===== config.mk =====
export PLATFORM = sky130hd
export DESIGN_NAME = spi_slave_cmd_link_flat
export DESIGN_NICKNAME = d
export VERILOG_FILES = /design/src/rtl/spi_slave_cmd_link_if.sv /design/src/rtl/spi_slave_cmd_link.sv /design/src/flat_wrapper.sv
export SDC_FILE = /design/constraint.sdc
export NUM_CORES = 1
export LEC_CHECK = 0
export BUFFER_PORTS_ARGS = -buffer_cell sky130_fd_sc_hd__buf_2
export CORE_MARGIN = 4
export CORE_UTILIZATION = 45
export DETAILED_ROUTE_END_ITERATION = 10
export GPL_ROUTABILITY_DRIVEN = 0
export PLACE_DENSITY = 0.69
export SLEW_MARGIN = 20
export SYNTH_ARGS = -nofsm -noshare
export SYNTH_HDL_FRONTEND = slang
export SYNTH_SLANG_ARGS = --single-unit

===== constraint.sdc =====
create_clock -name clk -period 2.15 [get_ports clk]
set_input_delay 0.3225 -clock clk [delete_from_list [all_inputs] [get_ports clk]]
set_output_delay 0.3225 -clock clk [all_outputs]
set_load 0.02 [all_outputs]

===== src/rtl/spi_slave_cmd_link_if.sv =====
// spi_slave_cmd_link_if: SPI pins, status input and frame hand-off bundle.
// slave: spi_clk/cs/mosi/status/ack in; spi_miso/data/data_num/dready/overrun/busy out.
interface spi_slave_cmd_link_if #(
  parameter int CMD_BITS   = 41,
  parameter int REPLY_BITS = 6,
  parameter int CNT_W      = 7
);
  logic [REPLY_BITS-1:0] status;
  logic                  spi_clk;
  logic                  spi_cs;
  logic                  spi_mosi;
  logic                  spi_miso;
  logic [CMD_BITS-1:0]   data;
  logic [CNT_W-1:0]      data_num;
  logic                  dready;
  logic                  ack;
  logic                  overrun;
  logic                  busy;

  modport slave (
    input  status, spi_clk, spi_cs, spi_mosi, ack,
    output spi_miso, data, data_num, dready, overrun, busy
  );

  modport master (
    output status, spi_clk, spi_cs, spi_mosi, ack,
    input  spi_miso, data, data_num, dready, overrun, busy
  );
endinterface


===== src/rtl/spi_slave_cmd_link.sv =====
// spi_slave_cmd_link: oversampled SPI slave; write frames out via dready/ack,
// read-opcode frames answered with a status snapshot on miso. Ports: clk, rst (sync, low), bus.
module spi_slave_cmd_link #(
  parameter int CMD_BITS    = 41,
  parameter int REPLY_BITS  = 6,
  parameter int OPCODE_BITS = 4,
  parameter logic [OPCODE_BITS-1:0] READ_OPCODE = 4'b1000,
  parameter int SAMPLE_RISE = 1,
  parameter int LSB_FIRST   = 1,
  parameter int SYNC_STAGES = 3,
  parameter int CNT_W       = 7
) (
  input logic clk,
  input logic rst,
  spi_slave_cmd_link_if.slave bus
);

  localparam int RW = $clog2(REPLY_BITS + 1);

  typedef enum logic [1:0] {
    IDLE,
    RECV,
    REPLY,
    DONE
  } state_t;

  state_t state_q, state_d;

  logic [SYNC_STAGES-1:0] clk_sh, cs_sh, mosi_sh, fresh;
  logic clk_f, cs_f, mosi_f;
  logic clk_fd, cs_fd;
  logic armed;

  logic [CMD_BITS-1:0]   shreg;
  logic [CNT_W-1:0]      bit_cnt;
  logic [REPLY_BITS-1:0] reply_q;
  logic [RW-1:0]         rem;
  logic                  miso;
  logic [CMD_BITS-1:0]   data_q;
  logic [CNT_W-1:0]      num_q;
  logic                  dready_q;
  logic                  overrun_q;
  logic                  busy_q;

  logic clk_rise, clk_fall, cs_rise, cs_fall;
  logic sample_edge, launch_edge;
  logic start, store, snap, launch, commit;
  logic [OPCODE_BITS-1:0] op_next;

  // Levels only change once every stage agrees, so short spikes are held off.
  // fresh marks when cs_sh holds only post-reset samples; a frame is accepted
  // only after cs has then been seen high (armed).
  always_ff @(posedge clk) begin
    if (!rst) begin
      clk_sh  <= '1;
      cs_sh   <= '1;
      mosi_sh <= '1;
      fresh   <= '0;
      clk_f   <= 1'b1;
      cs_f    <= 1'b1;
      mosi_f  <= 1'b1;
      clk_fd  <= 1'b1;
      cs_fd   <= 1'b1;
      armed   <= 1'b0;
    end else begin
      clk_sh  <= {clk_sh[SYNC_STAGES-2:0], bus.spi_clk};
      cs_sh   <= {cs_sh[SYNC_STAGES-2:0], bus.spi_cs};
      mosi_sh <= {mosi_sh[SYNC_STAGES-2:0], bus.spi_mosi};
      fresh   <= {fresh[SYNC_STAGES-2:0], 1'b1};
      if (&clk_sh) clk_f <= 1'b1;
      else if (~|clk_sh) clk_f <= 1'b0;
      if (&cs_sh) cs_f <= 1'b1;
      else if (~|cs_sh) cs_f <= 1'b0;
      if (&mosi_sh) mosi_f <= 1'b1;
      else if (~|mosi_sh) mosi_f <= 1'b0;
      clk_fd <= clk_f;
      cs_fd  <= cs_f;
      if (&fresh && &cs_sh) armed <= 1'b1;
    end
  end

  assign clk_rise = clk_f & ~clk_fd;
  assign clk_fall = ~clk_f & clk_fd;
  assign cs_rise  = cs_f & ~cs_fd;
  assign cs_fall  = ~cs_f & cs_fd;

  assign sample_edge = (SAMPLE_RISE != 0) ? clk_rise : clk_fall;
  assign launch_edge = (SAMPLE_RISE != 0) ? clk_fall : clk_rise;

  // Opcode as it will look once the current bit is stored.
  assign op_next = (LSB_FIRST != 0)
    ? {mosi_f, shreg[OPCODE_BITS-2:0]}
    : {shreg[OPCODE_BITS-2:0], mosi_f};

  always_ff @(posedge clk) begin
    if (!rst) state_q <= IDLE;
    else state_q <= state_d;
  end

  always_comb begin
    state_d = state_q;
    start   = 1'b0;
    store   = 1'b0;
    snap    = 1'b0;
    launch  = 1'b0;
    commit  = 1'b0;
    if (cs_rise) begin
      state_d = IDLE;
      commit  = (state_q == RECV) && (bit_cnt != '0);
    end else begin
      unique case (state_q)
        IDLE: begin
          if (cs_fall && armed) begin
            state_d = RECV;
            start   = 1'b1;
          end
        end
        RECV: begin
          if (sample_edge) begin
            store = 1'b1;
            if (bit_cnt == CNT_W'(OPCODE_BITS - 1) &&
                op_next == READ_OPCODE) begin
              snap    = 1'b1;
              state_d = REPLY;
            end
          end
        end
        REPLY: begin
          if (launch_edge) begin
            launch = 1'b1;
            if (rem == RW'(1)) state_d = DONE;
          end
        end
        DONE: ;
        default: state_d = IDLE;
      endcase
    end
  end

  always_ff @(posedge clk) begin
    if (!rst) begin
      shreg     <= '0;
      bit_cnt   <= '0;
      reply_q   <= '0;
      rem       <= '0;
      miso      <= 1'b0;
      data_q    <= '0;
      num_q     <= '0;
      dready_q  <= 1'b0;
      overrun_q <= 1'b0;
      busy_q    <= 1'b0;
    end else begin
      overrun_q <= 1'b0;
      busy_q    <= ~cs_f;
      if (start) begin
        shreg   <= '0;
        bit_cnt <= '0;
      end
      if (store && bit_cnt < CNT_W'(CMD_BITS)) begin
        shreg <= (LSB_FIRST != 0)
          ? (shreg | (CMD_BITS'(mosi_f) << bit_cnt))
          : {shreg[CMD_BITS-2:0], mosi_f};
        bit_cnt <= bit_cnt + 1'b1;
      end
      if (snap) begin
        reply_q <= bus.status;
        rem     <= RW'(REPLY_BITS);
      end
      if (launch) begin
        miso    <= (LSB_FIRST != 0) ? reply_q[0] : reply_q[REPLY_BITS-1];
        reply_q <= (LSB_FIRST != 0) ? (reply_q >> 1) : (reply_q << 1);
        rem     <= rem - 1'b1;
      end
      if (cs_rise) miso <= 1'b0;
      // A commit that meets an unacked frame drops the new one.
      if (commit) begin
        if (!dready_q || bus.ack) begin
          data_q   <= shreg;
          num_q    <= bit_cnt;
          dready_q <= 1'b1;
        end else begin
          overrun_q <= 1'b1;
        end
      end else if (bus.ack && dready_q) begin
        dready_q <= 1'b0;
      end
    end
  end

  assign bus.spi_miso = miso;
  assign bus.data     = data_q;
  assign bus.data_num = num_q;
  assign bus.dready   = dready_q;
  assign bus.overrun  = overrun_q;
  assign bus.busy     = busy_q;

endmodule


===== src/flat_wrapper.sv =====
// flat-port wrapper written by rule: the top's interface ports become plain ports
module spi_slave_cmd_link_flat 
#(
  parameter int CMD_BITS    = 41,
  parameter int REPLY_BITS  = 6,
  parameter int OPCODE_BITS = 4,
  parameter logic [OPCODE_BITS-1:0] READ_OPCODE = 4'b1000,
  parameter int SAMPLE_RISE = 1,
  parameter int LSB_FIRST   = 1,
  parameter int SYNC_STAGES = 3,
  parameter int CNT_W       = 7
)
  (clk, rst, bus_status, bus_spi_clk, bus_spi_cs, bus_spi_mosi, bus_ack, bus_spi_miso, bus_data, bus_data_num, bus_dready, bus_overrun, bus_busy);
  spi_slave_cmd_link_if #(.CMD_BITS(CMD_BITS), .REPLY_BITS(REPLY_BITS), .CNT_W(CNT_W)) bus_i ();
  input logic clk;
  input logic rst;
  input wire logic [$bits(bus_i.status)-1:0] bus_status;
  input wire logic [$bits(bus_i.spi_clk)-1:0] bus_spi_clk;
  input wire logic [$bits(bus_i.spi_cs)-1:0] bus_spi_cs;
  input wire logic [$bits(bus_i.spi_mosi)-1:0] bus_spi_mosi;
  input wire logic [$bits(bus_i.ack)-1:0] bus_ack;
  output wire logic [$bits(bus_i.spi_miso)-1:0] bus_spi_miso;
  output wire logic [$bits(bus_i.data)-1:0] bus_data;
  output wire logic [$bits(bus_i.data_num)-1:0] bus_data_num;
  output wire logic [$bits(bus_i.dready)-1:0] bus_dready;
  output wire logic [$bits(bus_i.overrun)-1:0] bus_overrun;
  output wire logic [$bits(bus_i.busy)-1:0] bus_busy;
  assign bus_i.status = bus_status;
  assign bus_i.spi_clk = bus_spi_clk;
  assign bus_i.spi_cs = bus_spi_cs;
  assign bus_i.spi_mosi = bus_spi_mosi;
  assign bus_i.ack = bus_ack;
  assign bus_spi_miso = bus_i.spi_miso;
  assign bus_data = bus_i.data;
  assign bus_data_num = bus_i.data_num;
  assign bus_dready = bus_i.dready;
  assign bus_overrun = bus_i.overrun;
  assign bus_busy = bus_i.busy;
  spi_slave_cmd_link #(.CMD_BITS(CMD_BITS), .REPLY_BITS(REPLY_BITS), .OPCODE_BITS(OPCODE_BITS), .READ_OPCODE(READ_OPCODE), .SAMPLE_RISE(SAMPLE_RISE), .LSB_FIRST(LSB_FIRST), .SYNC_STAGES(SYNC_STAGES), .CNT_W(CNT_W)) u_core (.clk(clk), .rst(rst), .bus(bus_i));
endmodule

==> results of run 1 <==
## per-layer routing
layer / up-vias / track usage / routed length [um]
met1: 2002 / 0.248 / 5640
li1: 2210 / - / -
met3: 17 / 0.0626 / 807
met5: - / 0 / 0
met4: 0 / 0.0689 / 174
met2: 137 / 0.281 / 5480
## where the power goes
| part | total, mW | internal (mW) | switching [mW] |
|---|---|---|---|
| Sequential | 2.41 | 2.40 | 0.00638 |
| Clock | 2.84 | 1.75 | 1.09 |
| Combinational | 0.0870 | 0.0252 | 0.0618 |
| Total | 5.34 | 4.18 | 1.16 |
## sequential cells by signal (all words and copies together) (netlist names), 2 cells and up
signal and cells:
u_core.reply_q 6, u_core.bus.data_num 7, u_core.cs_sh 3, u_core.mosi_sh 3
u_core.clk_sh 3, u_core.rem 3, u_core.bit_cnt 7, u_core.state_q 2
u_core.shreg 41, u_core.bus.data 41, u_core.fresh 3
## stage by stage
| step | total power [mW] | hold slack, ns | cells | setup slack (ns) |
|---|---|---|---|---|
| 5_1_grt | 5.49 | 0.0853 | 788 | 0.0758 |
| 3_5_place_dp | 2.55 | 0.437 | 756 | 0.264 |
| 2_1_floorplan | 2.52 | 0.350 | 588 | 0.453 |
| 3_3_place_gp | 2.54 | 0.436 | 756 | 0.329 |
| 4_1_cts | 5.38 | 0.0792 | 788 | 0.247 |
| 6_report | 5.34 | 0.0897 | 788 | 0.168 |
## cells by family (layout without fill, tap and decap cells)
family | after synthesis | after routing | synth area share
AO/OA/AOI/OAI | 134 | 134 | 0.163
XOR/XNOR | 2 | 2 | 0.00339
adder cells (fa/ha/maj) | 8 | 8 | 0.0194
buffers and inverters | 60 | 120 | 0.0616
flip-flops | 129 | 129 | 0.500
multiplexers | 1 | 1 | 0.00194
AND/OR/NAND/NOR | 254 | 254 | 0.251
## placed cells by master (no fill, tap or decap), drive strengths merged, types with 11 or more instances in the layout
master  synthesis  routed
buf            24      79
clkbuf         27      18
inv             8      12
o21ai          56      56
nand3          64      64
nand2          69      69
dfxtp         129     129
nor2           22      22
a41oi          11      11
nor3           44      44
nand2b         15      15
a31oi          35      35
## area by class of cell
type	instances	area, um2
inverters	9	33.8
clock inverters	14	154
repair buffers	79	463
fillers	1012	4920
flip-flops and latches	129	2580
clock buffers	18	439
multi-input cells	399	2260
well taps	140	175
## worst max path at each step
stage,startpoint,endpoint,cells past startpoint
2_1_floorplan,u_core.bit_cnt[1],u_core.bus.data_num[6],8
5_1_grt,u_core.bit_cnt[2],u_core.shreg[30],4
4_1_cts,u_core.bit_cnt[0],u_core.bus.data[3],6
6_report,u_core.bit_cnt[2],u_core.shreg[29],4
3_5_place_dp,u_core.bit_cnt[0],u_core.bus.data[4],6
3_3_place_gp,u_core.bit_cnt[4],u_core.reply_q[5],4
## worst max-delay path, delay by kind of cell (launching register included)
kind,cells,cell delay [ns]
simple gates,3,1.11
compound gates,1,0.21
flops,1,0.58
==> impl_metrics.yaml, run 1 <==
status:
  status: "complete, no violations"
final_layout:
  postLayoutCellArea_um2: 6110
  layout-drive-gt1-share: 0.185
  nets: 655
  fin_util: 0.554
  antenna_cells: 0
  area_growth_pct: 18.3
clocking:
  insertion_delay_ns: 0.41
  cts_resized: 0
  cts_root_buf: "clkbuf_16"
  cts_buffer_depth: 2
  cts_tree: "built"
  postCtsHoldBufs: 0
  cts_sinks: 129
  cts_made_buffers: 17
  clkTransAtPathRegs_ns: 0.06
  h-tree-depth: 4
  post_cts_buffers: 0
routing:
  vias: 4366
  drt_iter0_markers: 371
  wl_mm: 12.1
  viasPerCell: 5.54
  wl_per_cell_um: 15.4
  drtPass1Iterations: 6
  drc: 0
  antenna_left: 0
power_and_ir_drop:
  p_leak_nw: 2.34
  vdd_drop_max_uv: 579
  p_per_area_nw_per_um2: 874
floorplanning:
  io_pins: 64
  core.rowCount: 38
  die_y_um: 115
  core-area_um2: 11000
  start_util: 0.468
  die_w_um: 115
  dieArea_um2: 13200
sta:
  relSlewSlack: 0.423
  rsz0062_at_grt: "false"
  finalCriticalPeriod_ns: 1.98
  final.setup.tns_ns: 0
  drv_slew: 0
  period_share: 0.922
  tightest_slew_ns: 0.853
  fin_worst_skew_ns: 0.00748
  final_hold_viol_count: 0
  setup-violations-final: 0
  fmax_mhz: 505
min_path:
  worstHoldPathType: "input pin to flop"
  min_from: "bus_spi_mosi"
  hold_end: "u_core.mosi_sh[0]"
  hold-path-cell-count: 2
setup_path:
  start_kind: "flop"
  r2r_setup_slack_ns: 0.17
  reg2reg_to: "u_core.shreg[29]"
  critical_path.cell_chain: "nand2_1 > nor4b_1 > a31oi_1 > nor3_1"
  cpPeakStageDelay_ns: 0.75
  r2r-start: "u_core.bit_cnt[2]"
  arrival_ns: 2.31
  cp.required_ns: 2.48
  crit_type: "flop to flop"
  critPathMaxFanout: 13
  cp_slowest_cell: "nor4b_1"
  end_kind: "flop"
  rr_worst_depth: 4
synth:
  synthArstFlopShare: 0
  ys_ff_latch: 129
  syn-cell-area_um2: 5160
  ys_warn_count: 0
  synthFlopType: "dfxtp_1"
  synth.top_cell.area_share: 0.500
  ys_seq_area_frac: 0.500
  synth_cell_type_count: 50
  synth_area_leaders: "dfxtp_1, nand3_1, nand2_1"
  synth_edf_count: 0
  synth_common_cells: "dfxtp_1, nand2_1, nand3_1"
  synth.most_common_cell: "dfxtp_1"
  synth_cells: 588
  synth_area_leader_cell: "dfxtp_1"
  syn_nets: 608
  synth.avg_cell_area_um2: 8.78
global_route:
  grt_max_degree: 70
  track_usage: 0.186
  grt_pass1_vias: 4032
  antenna_found_initial: 0
  gr-total-overflow: 0
  grt_pass1_wl_mm: 19.6
placed_design:
  io_buffers: 63
  dpl_cell_area_um2: 5520
  hpwl_mm: 7.99
job:
  drv_cap: 0
Note: power is estimated with default switching activity, not from simulation.
==> inputs of run 2 (changes only) <==
--- a/config.mk
+++ b/config.mk
@@ -6,6 +6,7 @@
 export NUM_CORES = 1
 export LEC_CHECK = 0
 export BUFFER_PORTS_ARGS = -buffer_cell sky130_fd_sc_hd__buf_2
+export CORE_ASPECT_RATIO = 0.75
 export CORE_MARGIN = 4
 export CORE_UTILIZATION = 45
 export DETAILED_ROUTE_END_ITERATION = 10
==> run 2 against run 1 <==
Net effect:
- flip-flop and latch count is the same
- non-clock buffer count grew 3
- largest power group unchanged
- clock power shrank 4%
- largest cell class unchanged
==> impl_metrics.yaml, run 2 (same netlist as run 1, synthesis figures left out) <==
status:
  status: "complete, no violations"
sta:
  tightest_slew_ns: 0.630
  finalCriticalPeriod_ns: 1.94
  relSlewSlack: 0.578
  period_share: 0.900
  setup-violations-final: 0
  fin_worst_skew_ns: 0.00997
  final.setup.tns_ns: 0
  fmax_mhz: 517
  rsz0062_at_grt: "false"
  drv_slew: 0
  timing.final.ws_setup_ns: 0.214
  final_hold_viol_count: 0
clocking:
  cts_root_buf: "clkbuf_16"
  cts_buffer_depth: 2
  cts_resized: 0
  insertion_delay_ns: 0.41
  clkTransAtPathRegs_ns: 0.05
  cts_sinks: 129
  cts_made_buffers: 17
  post_cts_buffers: 0
  cts_tree: "built"
  h-tree-depth: 4
  postCtsHoldBufs: 0
final_layout:
  postLayoutCellArea_um2: 6140
  final_common_cell: "dfxtp_1"
  area_growth_pct: 19.0
  antenna_cells: 0
  fin_util: 0.555
  fin_cells: 791
  final_cell_mix: "dfxtp_1, nand2_1, nand3_1"
  nets: 658
  layout-drive-gt1-share: 0.183
setup_path:
  rr_worst_depth: 5
  crit_type: "flop to flop"
  critPathMaxFanout: 13
  end_kind: "flop"
  arrival_ns: 2.25
  start_kind: "flop"
  cp.required_ns: 2.47
  startpoint: "u_core.bit_cnt[4]"
  r2r-start: "u_core.bit_cnt[4]"
routing:
  viasPerCell: 5.67
  vias: 4485
  drc: 0
  drt_iter0_markers: 385
  wl_per_cell_um: 15.7
  drtPass1Iterations: 5
  wl_mm: 12.4
  antenna_left: 0
min_path:
  worstHoldPathType: "input pin to flop"
  hold-path-cell-count: 2
  min_from: "bus_spi_clk"
placed_design:
  dpl_cell_area_um2: 5580
  dp.cells: 759
  io_buffers: 63
  dp_slack_ns: 0.260
  hpwl_mm: 8.11
floorplanning:
  die_y_um: 101
  dieArea_um2: 13300
  die_w_um: 132
  core-area_um2: 11100
  core.rowCount: 33
  io_pins: 64
  start_util: 0.467
power_and_ir_drop:
  vdd_drop_max_uv: 592
  p_leak_nw: 2.36
  p_per_area_nw_per_um2: 851
global_route:
  grt_max_degree: 132
  grt_pass1_vias: 4205
  track_usage: 0.193
  gr-total-overflow: 0
  grt_pass1_wl_mm: 20.7
  antenna_found_initial: 0
job:
  drv_cap: 0
-- run 2: per-stage QoR --
step	hold WS [ns]	power (mW)
2_1_floorplan	0.350	2.52
3_3_place_gp	0.435	2.54
3_5_place_dp	0.436	2.54
4_1_cts	0.0883	5.27
5_1_grt	0.0881	5.41
6_report	0.0980	5.23
-- run 2: layout make-up --
class,count,area (um2)
flip-flops and latches,129,2580
fillers,1017,4920
well taps,140,175
clock inverters,10,111
inverters,9,33.8
clock buffers,22,454
multi-input cells,399,2260
repair buffers,82,523
-- run 2: worst paths after layout --
kind	endpoint	slack, ns
worst max register to register	u_core.state_q[1]	0.21
worst min register to register	u_core.bus.data[25]	0.44
worst min-delay path	u_core.clk_sh[0]	0.1
worst max-delay path	u_core.state_q[1]	0.21
-- run 2: worst max-delay path, stage by stage (launching register included) --
cell and delay [ns]:
dfxtp_1 0.46, nor3_4 0.58, nand4_1 0.15, buf_4 0.21, a21oi_1 0.19, mux2i_1 0.26
-- run 2: routing by layer --
layer | GRT usage | part of all wire | vias up
li1 | - | - | 2210
met5 | 0 | 0 | -
met4 | 0.0654 | 0.010 | 0
met3 | 0.0639 | 0.063 | 12
met1 | 0.265 | 0.49 | 2131
met2 | 0.286 | 0.43 | 132
-- run 2: power by group --
part	switching, mW	internal [mW]	leakage (nW)	total [mW]
Combinational	0.0620	0.0227	1.05	0.0847
Clock	1.01	1.73	0.270	2.73
Sequential	0.00662	2.40	1.04	2.41
Total	1.08	4.15	2.36	5.23
==> inputs of run 3 (changes only) <==
--- a/config.mk
+++ b/config.mk
@@ -7,7 +7,6 @@
 export LEC_CHECK = 0
 export BUFFER_PORTS_ARGS = -buffer_cell sky130_fd_sc_hd__buf_2
 export CORE_ASPECT_RATIO = 0.75
-export CORE_MARGIN = 4
 export CORE_UTILIZATION = 45
 export DETAILED_ROUTE_END_ITERATION = 10
 export GPL_ROUTABILITY_DRIVEN = 0
==> constraint.sdc (replaced) <==
create_clock -name clk -period 2.2 [get_ports clk]
set_input_delay 0.33 -clock clk [delete_from_list [all_inputs] [get_ports clk]]
set_output_delay 0.33 -clock clk [all_outputs]
set_load 0.02 [all_outputs]
==> run 3 against run 2 <==
Net effect:
- the flow now finishes with violations (design-rule violations)
- hold slack got worse by 0.0072 ns
- flip-flop and latch count did not move
- clock skew fell by 0.0012 ns
- first-iteration DRC count rose by 22%
- sequential share of layout area rose by 0.13 points
- critical path depth fell by 1
- total power fell by 0.21%
- non-clock buffer count fell by 4
- die area fell by 10%
- design area fell by 0.31%
- global-route usage rose by 2.6 points
- critical path type unchanged
- highest routed layer unchanged
==> impl_metrics.yaml, run 3 (same netlist as run 1, synthesis figures left out) <==
global_route:
  grt.met1_usage: 0.312
  grt_pass1_vias: 4025
  gr-total-overflow: 0
  grt_pass1_wl_mm: 20.3
  antenna_found_initial: 0
  top_usage_layer: "met1"
  grtUsageMet2: 0.306
  grt_use_met3: 0.0527
  grt_max_degree: 132
  track_usage: 0.219
sta:
  fmax_mhz: 519
  final_hold_viol_count: 0
  relSlewSlack: 0.575
  setup-violations-final: 0
  drv_slew: 0
  fin_worst_skew_ns: 0.00873
  period_share: 0.876
  final.setup.tns_ns: 0
  rsz0062_at_grt: "false"
  tightest_slew_ns: 0.635
  finalCriticalPeriod_ns: 1.93
clocking:
  insertion_delay_ns: 0.42
  cts_tree: "built"
  cts_made_buffers: 17
  h-tree-depth: 4
  cts_sinks: 129
  cts_resized: 0
  cts_buffer_depth: 2
  postCtsHoldBufs: 0
  post_cts_buffers: 0
  cts_root_buf: "clkbuf_16"
  clkTransAtPathRegs_ns: 0.06
power_and_ir_drop:
  p_seq_frac: 0.451
  power.internal_mw: 4.11
  p_clk_frac: 0.532
  vdd_drop_max_uv: 611
  p_per_area_nw_per_um2: 852
  comb_power_share: 0.017
  p_leak_nw: 2.35
  swShare: 0.213
  p_switching_mw: 1.11
status:
  status: "finished, violations left"
  failed_checks: "design-rule violations"
setup_path:
  cp_top_family: "simple AND/OR/NAND/NOR gates"
  arrival_ns: 2.26
  cpPeakStageDelay_ns: 0.58
  cp.required_ns: 2.53
  critical_path.cell_chain: "nor3_4 > and4_1 > nand3_1 > a211oi_1"
  start_kind: "flop"
  crit_type: "flop to flop"
  cp_slowest_cell: "nor3_4"
  critPathMaxFanout: 13
  end_kind: "flop"
  critPathBufInv: 0
final_layout:
  final_common_cell: "dfxtp_1"
  area_growth_pct: 18.6
  nets: 654
  final_cell_mix: "dfxtp_1, nand2_1, nand3_1"
  fin_util: 0.553
  layout-drive-gt1-share: 0.181
  fillers: 987
  antenna_cells: 0
  multiInputGateArea_um2: 2260
  layout.area.seq_um2: 2580
routing:
  drtPass1Iterations: 10
  viasPerCell: 5.73
  wl_per_cell_um: 15.8
  drc: 7
  vias: 4513
  wl_mm: 12.5
  drt_iter0_markers: 469
  antenna_left: 0
floorplanning:
  core-area_um2: 11100
  die_y_um: 94.8
  start_util: 0.467
  core.rowCount: 33
  die_w_um: 126
  dieArea_um2: 11900
  io_pins: 64
placed_design:
  hpwl_mm: 8.00
  io_buffers: 63
job:
  drv_cap: 0
min_path:
  worstHoldPathType: "input pin to flop"
[run 3: cell types whose count changed in the layout (fill, tap and decap cells not counted), sizes merged]
cell / delta
buf: -4
clkbuf: -1
clkinvlp: -1
inv: +2
[run 3: final timing paths]
check                                    startpoint             endpoint  slack [ns]  depth (start not counted)
worst max-delay path              u_core.bit_cnt[4]    u_core.reply_q[5]        0.27                          4
worst min-delay path                     bus_spi_cs      u_core.cs_sh[0]        0.09                          2
worst max register to register    u_core.bit_cnt[4]    u_core.reply_q[5]        0.27                          4
worst min register to register  u_core.bus.data[26]  u_core.bus.data[26]        0.44                          2
[run 3: power groups by stage]
stage | Clock [mW] | Combinational, mW | Sequential (mW)
5_1_grt | 2.93 | 0.0943 | 2.35
2_1_floorplan | 0 | 0.0577 | 2.40
6_report | 2.78 | 0.0861 | 2.35
3_3_place_gp | 0 | 0.0826 | 2.40
4_1_cts | 2.81 | 0.0855 | 2.35
3_5_place_dp | 0 | 0.0852 | 2.40
[run 3: cell type report]
cell class / instances / share of cell area
inverters: 9 / 0.00552
flip-flops and latches: 129 / 0.422
clock buffers: 21 / 0.0752
clock inverters: 11 / 0.0210
multi-input cells: 399 / 0.369
repair buffers: 78 / 0.0785
well taps: 140 / 0.0286
[run 3: per-stage QoR]
stage | hold WS (ns) | power, mW | cell area, um2 | instances | setup slack [ns]
floorplan | 0.358 | 2.46 | 5160 | 588 | 0.503
global placement | 0.433 | 2.49 | 5530 | 755 | 0.360
detailed placement | 0.441 | 2.49 | 5530 | 755 | 0.273
CTS | 0.0850 | 5.25 | 6120 | 787 | 0.276
global route | 0.0951 | 5.38 | 6120 | 787 | 0.131
finish | 0.0908 | 5.22 | 6120 | 787 | 0.272
[run 3: layer usage]
layer / vias to the layer above / routed length [um]
li1: 2215 / -
met1: 2095 / 6100
met2: 177 / 5280
met3: 26 / 848
met4: 0 / 238
met5: - / 0
